[src/rtl/ir_beat_if.sv]
// Bus bundle for the instruction-register beat assembler.
// Parity signals exist only when IR_PARITY_EN is defined.
interface ir_beat_if #(
    parameter int DATA_W = 8,
    parameter int BEATS  = 2
);
    localparam int CW = (BEATS > 1) ? $clog2(BEATS) : 1;

    logic                     ena;
    logic                     clr;
    logic [DATA_W-1:0]        data;
    logic [DATA_W*BEATS-1:0]  opc_iraddr;
    logic                     ir_valid;
    logic                     ir_busy;
    logic [CW-1:0]            beat_cnt;
`ifdef IR_PARITY_EN
    logic                     data_par;
    logic                     par_err;
`endif

`ifdef IR_PARITY_EN
    modport master (
        output ena, clr, data, data_par,
        input  opc_iraddr, ir_valid, ir_busy, beat_cnt, par_err
    );
    modport slave (
        input  ena, clr, data, data_par,
        output opc_iraddr, ir_valid, ir_busy, beat_cnt, par_err
    );
`else
    modport master (
        output ena, clr, data,
        input  opc_iraddr, ir_valid, ir_busy, beat_cnt
    );
    modport slave (
        input  ena, clr, data,
        output opc_iraddr, ir_valid, ir_busy, beat_cnt
    );
`endif
endinterface

[src/rtl/ir_beat_assembler.sv]
// Instruction-register loader: packs BEATS data-bus beats into one word.
// Optional IR_PARITY_EN adds even-parity checking of each beat (data_par/par_err).
module ir_beat_assembler #(
    parameter int DATA_W    = 8,
    parameter int BEATS     = 2,
    parameter bit MSB_FIRST = 1'b1
) (
    input logic      clk1,
    input logic      rst_n,
    ir_beat_if.slave bus
);
    localparam int W  = DATA_W * BEATS;
    localparam int CW = $clog2(BEATS);
    localparam logic [CW-1:0] LAST = CW'(BEATS - 1);
    localparam logic [W-1:0]  MASK = W'({DATA_W{1'b1}});

    logic [CW-1:0] cnt_q;
    logic [CW-1:0] cnt_d;
    logic [CW-1:0] slot;
    logic [W-1:0]  shadow_q;
    logic [W-1:0]  shadow_d;
    logic [W-1:0]  opc_q;
    logic [W-1:0]  opc_d;
    logic [W-1:0]  merged;
    logic          valid_q;
    logic          valid_d;
    logic          legal;
    logic          last;
    logic          beat_ok;
    logic          take;
    int            lo;
`ifdef IR_PARITY_EN
    logic          perr_q;
    logic          perr_d;
`endif

    // Decide whether this edge consumes a beat and what the next state is.
    always_comb begin
        legal = (cnt_q <= LAST);
        last  = (cnt_q == LAST);
        slot  = MSB_FIRST ? (LAST - cnt_q) : cnt_q;
        lo    = int'(slot) * DATA_W;
`ifdef IR_PARITY_EN
        beat_ok = (bus.data_par == ^bus.data);
`else
        beat_ok = 1'b1;
`endif
        take     = bus.ena && !bus.clr && legal && beat_ok;
        merged   = (shadow_q & ~(MASK << lo)) | (W'(bus.data) << lo);
        cnt_d    = (take && !last) ? cnt_q + CW'(1) : '0;
        shadow_d = take ? merged : shadow_q;
        opc_d    = (take && last) ? merged : opc_q;
        valid_d  = take && last;
`ifdef IR_PARITY_EN
        perr_d = perr_q;
        if (bus.clr) begin
            perr_d = 1'b0;
        end else if (bus.ena && !beat_ok) begin
            perr_d = 1'b1;
        end
`endif
    end

    // State registers; reset discards any partial word.
    always_ff @(posedge clk1 or negedge rst_n) begin
        if (!rst_n) begin
            cnt_q    <= '0;
            shadow_q <= '0;
            opc_q    <= '0;
            valid_q  <= 1'b0;
        end else begin
            cnt_q    <= cnt_d;
            shadow_q <= shadow_d;
            opc_q    <= opc_d;
            valid_q  <= valid_d;
        end
    end

`ifdef IR_PARITY_EN
    // Sticky parity error flag, cleared only by clr or reset.
    always_ff @(posedge clk1 or negedge rst_n) begin
        if (!rst_n) begin
            perr_q <= 1'b0;
        end else begin
            perr_q <= perr_d;
        end
    end

    assign bus.par_err = perr_q;
`endif

    assign bus.opc_iraddr = opc_q;
    assign bus.ir_valid   = valid_q;
    assign bus.ir_busy    = (cnt_q != '0);
    assign bus.beat_cnt   = cnt_q;

endmodule

[src/flat_wrapper.sv]
// flat-port wrapper written by rule: the top's interface ports become plain ports
module ir_beat_assembler_flat 
#(
    parameter int DATA_W    = 8,
    parameter int BEATS     = 2,
    parameter bit MSB_FIRST = 1'b1
)
  (clk1, rst_n, bus_ena, bus_clr, bus_data, bus_opc_iraddr, bus_ir_valid, bus_ir_busy, bus_beat_cnt);
  ir_beat_if #(.DATA_W(DATA_W), .BEATS(BEATS)) bus_i ();
  input logic clk1;
  input logic rst_n;
  input wire logic [$bits(bus_i.ena)-1:0] bus_ena;
  input wire logic [$bits(bus_i.clr)-1:0] bus_clr;
  input wire logic [$bits(bus_i.data)-1:0] bus_data;
  output wire logic [$bits(bus_i.opc_iraddr)-1:0] bus_opc_iraddr;
  output wire logic [$bits(bus_i.ir_valid)-1:0] bus_ir_valid;
  output wire logic [$bits(bus_i.ir_busy)-1:0] bus_ir_busy;
  output wire logic [$bits(bus_i.beat_cnt)-1:0] bus_beat_cnt;
  assign bus_i.ena = bus_ena;
  assign bus_i.clr = bus_clr;
  assign bus_i.data = bus_data;
  assign bus_opc_iraddr = bus_i.opc_iraddr;
  assign bus_ir_valid = bus_i.ir_valid;
  assign bus_ir_busy = bus_i.ir_busy;
  assign bus_beat_cnt = bus_i.beat_cnt;
  ir_beat_assembler #(.DATA_W(DATA_W), .BEATS(BEATS), .MSB_FIRST(MSB_FIRST)) u_core (.clk1(clk1), .rst_n(rst_n), .bus(bus_i));
endmodule
[config.mk]
export PLATFORM = sky130hd
export DESIGN_NAME = ir_beat_assembler_flat
export DESIGN_NICKNAME = d
export VERILOG_FILES = /design/src/rtl/ir_beat_if.sv /design/src/rtl/ir_beat_assembler.sv /design/src/flat_wrapper.sv
export SDC_FILE = /design/constraint.sdc
export NUM_CORES = 1
export LEC_CHECK = 0
export CAP_MARGIN = 20
export CORE_MARGIN = 2
export CORE_UTILIZATION = 35
export CTS_CLUSTER_SIZE = 12
export DETAILED_ROUTE_END_ITERATION = 12
export HOLD_SLACK_MARGIN = 0.02
export PLACE_DENSITY_LB_ADDON = 0.25
export SYNTH_ARGS = -nofsm -noshare
export SYNTH_HDL_FRONTEND = slang
export SYNTH_SLANG_ARGS = --single-unit
[constraint.sdc]
create_clock -name clk1 -period 1.4 [get_ports clk1]
set_input_delay 0.21 -clock clk1 [delete_from_list [all_inputs] [get_ports clk1]]
set_output_delay 0.21 -clock clk1 [all_outputs]
set_load 0.1 [all_outputs]
# After elaboration in Yosys (flattened, before gate mapping)
# Cells that the tools add are included.
[word_totals]
regBits = 34
inputBits = 12
out_inout_bits = 19
elab_cells = 19
[classes]
addsub = 2
n_lt_le_gt_ge = 1
shifts = 2
mux = 1
n_bitwise = 3
n_reduce_logical = 6
[op_table]
columns = ["cell", "n"]
rows = [
  ["16-bit AND", 1],
  ["16-bit inverter", 1],
  ["16-bit OR", 1],
  ["8-bit by 4-bit << shifter with 16-bit output", 1],
  ["8-bit by 4-bit << shifter with 16-bit output (first input constant)", 1],
  ["1-bit logical AND", 4],
  ["1-bit logical NOT", 2],
  ["1-bit adder (second input constant)", 1],
  ["1-bit less-or-equal comparator (second input constant)", 1],
  ["1-bit two-way mux", 1],
  ["1-bit subtractor (first input constant)", 1],
]

# Logic depth before layout (Yosys ltp)
[depth]
word_depth = 5
mapped_depth = 3
mapped_depth_nobuf = 2

# Worst setup path before layout
# Ideal clock, no wire load.
[synth_timing]
kind = "reg2reg"
from = "register u_core.cnt_q (netlist: u_core.bus.beat_cnt)"
to = "register u_core.opc_q[10] (netlist: u_core.bus.opc_iraddr[10])"
setup_time_ns = 0.125
arrival_time_ns = 1.650
t_required_ns = 1.275
path_slack_ns = -0.375
stages_incl_launch_ff = 4
n_path_buf = 1
path_cell_list = "dfrtp_1 > nand3b_4 > buf_6 > mux2_4"
[synth_between]
elab_chain_len = 5
elab_cells_between_ends = 9
cone_classes = "add/sub: 1; order compare: 1; shift: 2; bitwise: 3; reduce/logical: 2"
[synth_lines]
columns = ["item", "line_no", "source"]
rows = [
  ["start: declaration", "ir_beat_assembler.sv:17", "logic [CW-1:0] cnt_q;"],
  ["start signal: assignment", "ir_beat_assembler.sv:72", "cnt_q <= cnt_d;"],
  ["1-bit subtractor", "ir_beat_assembler.sv:41", "slot = MSB_FIRST ? (LAST - cnt_q) : cnt_q;"],
  ["8-bit by 4-bit << shifter with 16-bit output", "ir_beat_assembler.sv:49", "merged = (shadow_q & ~(MASK << lo)) | (W'(bus.data) << lo);"],
  ["16-bit inverter", "ir_beat_assembler.sv:49", ""],
  ["16-bit AND", "ir_beat_assembler.sv:49", ""],
  ["16-bit OR", "ir_beat_assembler.sv:49", ""],
  ["end signal: assignment", "ir_beat_assembler.sv:74", "opc_q <= opc_d;"],
  ["end: declaration", "ir_beat_assembler.sv:22", "logic [W-1:0] opc_q;"],
]
# Several ways; a longest one is shown, not always the timed one.
# A chain may end at the register's enable or synchronous reset.

# Final worst setup path
[layout_timing]
from = "register u_core.cnt_q (netlist: u_core.bus.beat_cnt)"
to = "register u_core.shadow_q[15]"
[layout_between]
elab_chain_len = 5
elab_cells_between_ends = 8
cone_classes = "add/sub: 1; order compare: 1; shift: 2; bitwise: 3; reduce/logical: 1"
[layout_lines]
columns = ["item", "line_no", "source"]
rows = [
  ["1-bit subtractor", "ir_beat_assembler.sv:41", ""],
  ["8-bit by 4-bit << shifter with 16-bit output", "ir_beat_assembler.sv:49", ""],
  ["16-bit inverter", "ir_beat_assembler.sv:49", ""],
  ["16-bit AND", "ir_beat_assembler.sv:49", ""],
  ["16-bit OR", "ir_beat_assembler.sv:49", ""],
  ["end signal: assignment", "ir_beat_assembler.sv:73", "shadow_q <= shadow_d;"],
  ["end: declaration", "ir_beat_assembler.sv:20", "logic [W-1:0] shadow_q;"],
]
# Several ways; a longest one is shown, not always the timed one.

==> results.yml <==
cells_and_area:
  final_cell_mix: "25 x dfrtp_1, 23 x mux2_2, 19 x buf_12"
  final_area_um2: 1550
  syn2layout_area_growth_pct: 55.7
  drive_gt1_share_pct: 57.8
  final_common_cell: "dfrtp_1"
  final_nets: 103
  diodes: 0
route:
  dr.pass1.iters: 2
  drc: 0
  wl_per_cell_um: 14.1
  drtIter0Drc: 5
  wl_um: 1700
  vias_per_cell: 4.70
  vias: 569
  final_antenna_net_count: 0
cts:
  cts_inserted_buffers: 3
  clock_path_buffers: 2
  cts.reportedPaths.clkPinSlew_ns: 0.13
  cts_tree: "yes"
  h-tree-depth: 1
  ctsHoldBuffers: 0
  clkLatencyLatePin_ns: 0.32
  root_buffer: "clkbuf_4"
  clkSinkCount: 26
placed_design:
  io_buffers: 30
  place_area_um2: 1520
  place_congestion: 0.658
  dp_hpwl_um: 1280
power_and_ir_drop:
  p_leak_nw: 0.700
  vdd_drop_max_v: 0.00142
  cellPowerDensity_nw_per_um2: 2140
synthesis:
  syn_area_um2: 993
  netlist.area_leader.share_pct: 65.5
  synth-xor-area-share_pct: 0
  ys_ff_latch: 26
  synthSimpleGateAreaFrac_pct: 2.77
  ys_types: 8
  synth-compound-area-share_pct: 0
  synth_cells: 57
  synth_top_family_by_area: "multiplexers"
  synthMuxAreaShare_pct: 27.6
  yosys_warnings: 0
  synth.area.top_cells: "dfrtp_1 65%, mux2_2 26%, buf_6 2.3%"
  yosys.area.top_type: "dfrtp_1"
  synth_area_per_cell_um2: 17.4
  syn_nets: 69
  synth.yosys.seq_area_share_pct: 65.5
  yosys.area_share.adder_pct: 0
global_routing:
  grt_usage_pct: 11.7
  grt_max_degree: 27
  first_global_vias: 622
  grt_pass1_wl_um: 2820
  grt.overflow.total: 0
  antenna_found_initial: 0
timing:
  relSlewSlack_pct: 78.8
  max_freq_ghz: 0.735
  min_period_ns: 1.36
  period_share_pct: 97.2
  setup-tns-final_ns: 0
  slew_violations: 0
  rsz0062_at_grt: "false"
  worstMarginPinSlew_ns: 0.317
  clock_skew_ns: 0.0105
  finalSetupViolCount: 0
  hold_violations: 0
  holdWs_ns: 0.233
critical_path:
  setup.worst_path.end_class: "register"
  cp-start-kind: "register"
  path_max_fanout: 9
  required_ns: 1.61
  critPathKind: "register to register"
  crit_path_cell_trace: "nor3b_2 > buf_6 > mux2_2"
  critical_path_buf_inv_count: 1
  cp.arrival_ns: 1.57
  max_stage_delay_ns: 0.55
  worst_path_max_delay_cell: "dfrtp_4"
  crit_family: "flip-flops"
die:
  rows: 19
  design.die.area_um2: 3280
  num_io_pins: 31
  core_um2: 2730
  die_x_um: 57.3
  start_util_pct: 36.3
  dieHeight_um: 57.3
flow_run:
  cap_violations: 0
status:
  status: "finished, final reports clean"
hold_path:
  min_path_type: "input port to async pin"
==> routing by layer <==
| metal | part of all wire (%) | wire [um] | vias to the layer above | global-route usage (%) |
|---|---|---|---|---|
| met5 | 0 | 0 | - | 0 |
| met1 | 42 | 720 | 280 | 14.7 |
| met2 | 49 | 828 | 22 | 17.6 |
| met3 | 7.0 | 119 | 5 | 4.54 |
| li1 | - | - | 262 | - |
| met4 | 2.0 | 34 | 0 | 5.98 |
==> worst register-to-register path: cells and delay by family (launching register included) <==
family,cells,cell delay (ns)
muxes,1,0.34
DFF,1,0.55
and+or+nand+nor,1,0.19
buffers and inverters,1,0.16
==> path summary, 6_finish.rpt <==
path,start,to,slack [ns],cells past startpoint
max in group asynchronous,rst_n,u_core.bus.beat_cnt,0.90,2
worst max-delay path,u_core.bus.beat_cnt,u_core.shadow_q[15],0.04,3
worst max register to register,u_core.bus.beat_cnt,u_core.shadow_q[15],0.04,3
worst min register to register,u_core.shadow_q[12],u_core.bus.opc_iraddr[12],0.51,1
min in group clk1,u_core.shadow_q[12],u_core.bus.opc_iraddr[12],0.51,1
worst min-delay path,rst_n,u_core.bus.opc_iraddr[1],0.23,2
==> Yosys cell counts, drive strengths merged <==
cell	n
buf	4
dfrtp	26
inv	1
mux2	24
nand3b	1
nor3b	1
==> state kept, by name, indices dropped and copies added (netlist names) <==
signal                 flops
u_core.shadow_q            8
u_core.bus.opc_iraddr     16
u_core.bus.beat_cnt        1
u_core.bus.ir_valid        1
==> power breakdown <==
group          internal [mW]  leakage, nW  switching (mW)
logic                  0.706        0.371            1.18
registers              0.930        0.313           0.174
clock network          0.112       0.0150           0.204
==> cell type report <==
cell class                 instances  area, um2
clock buffer                       4       26.3
fill                             229       1190
tap                               31       38.8
inverter                           1       3.75
multi-input combinational         26        307
timing repair buffer              33        517
sequential                        26        654
==> stage by stage <==
| step | util, % | setup WS [ns] | cells | power [mW] |
|---|---|---|---|---|
| 2_1_floorplan | - | -0.0234 | 57 | 2.24 |
| 3_3_place_gp | 55.5 | -0.111 | 117 | 3.00 |
| 3_5_place_dp | 55.5 | -0.124 | 117 | 3.02 |
| 4_1_cts | 56.4 | 0.0245 | 121 | 3.34 |
| 5_1_grt | 56.6 | 0.00767 | 121 | 3.42 |
| 6_report | 56.6 | 0.0389 | 121 | 3.30 |
==> logic make-up (layout without fill, tap and decap cells) <==
family,after synthesis,count (layout)
and+or+nand+nor,2,2
DFF,26,26
muxes,24,24
buffers and inverters,5,38
==> what timing repair did <==
| item | CTS | global route |
|---|---|---|
| buffers inserted | 0 | 0 |
| endpoints found under the setup margin | 0 | 8 |
| resized for setup | 0 | 1 |
No activity file was read; power rests on OpenSTA's default activity.
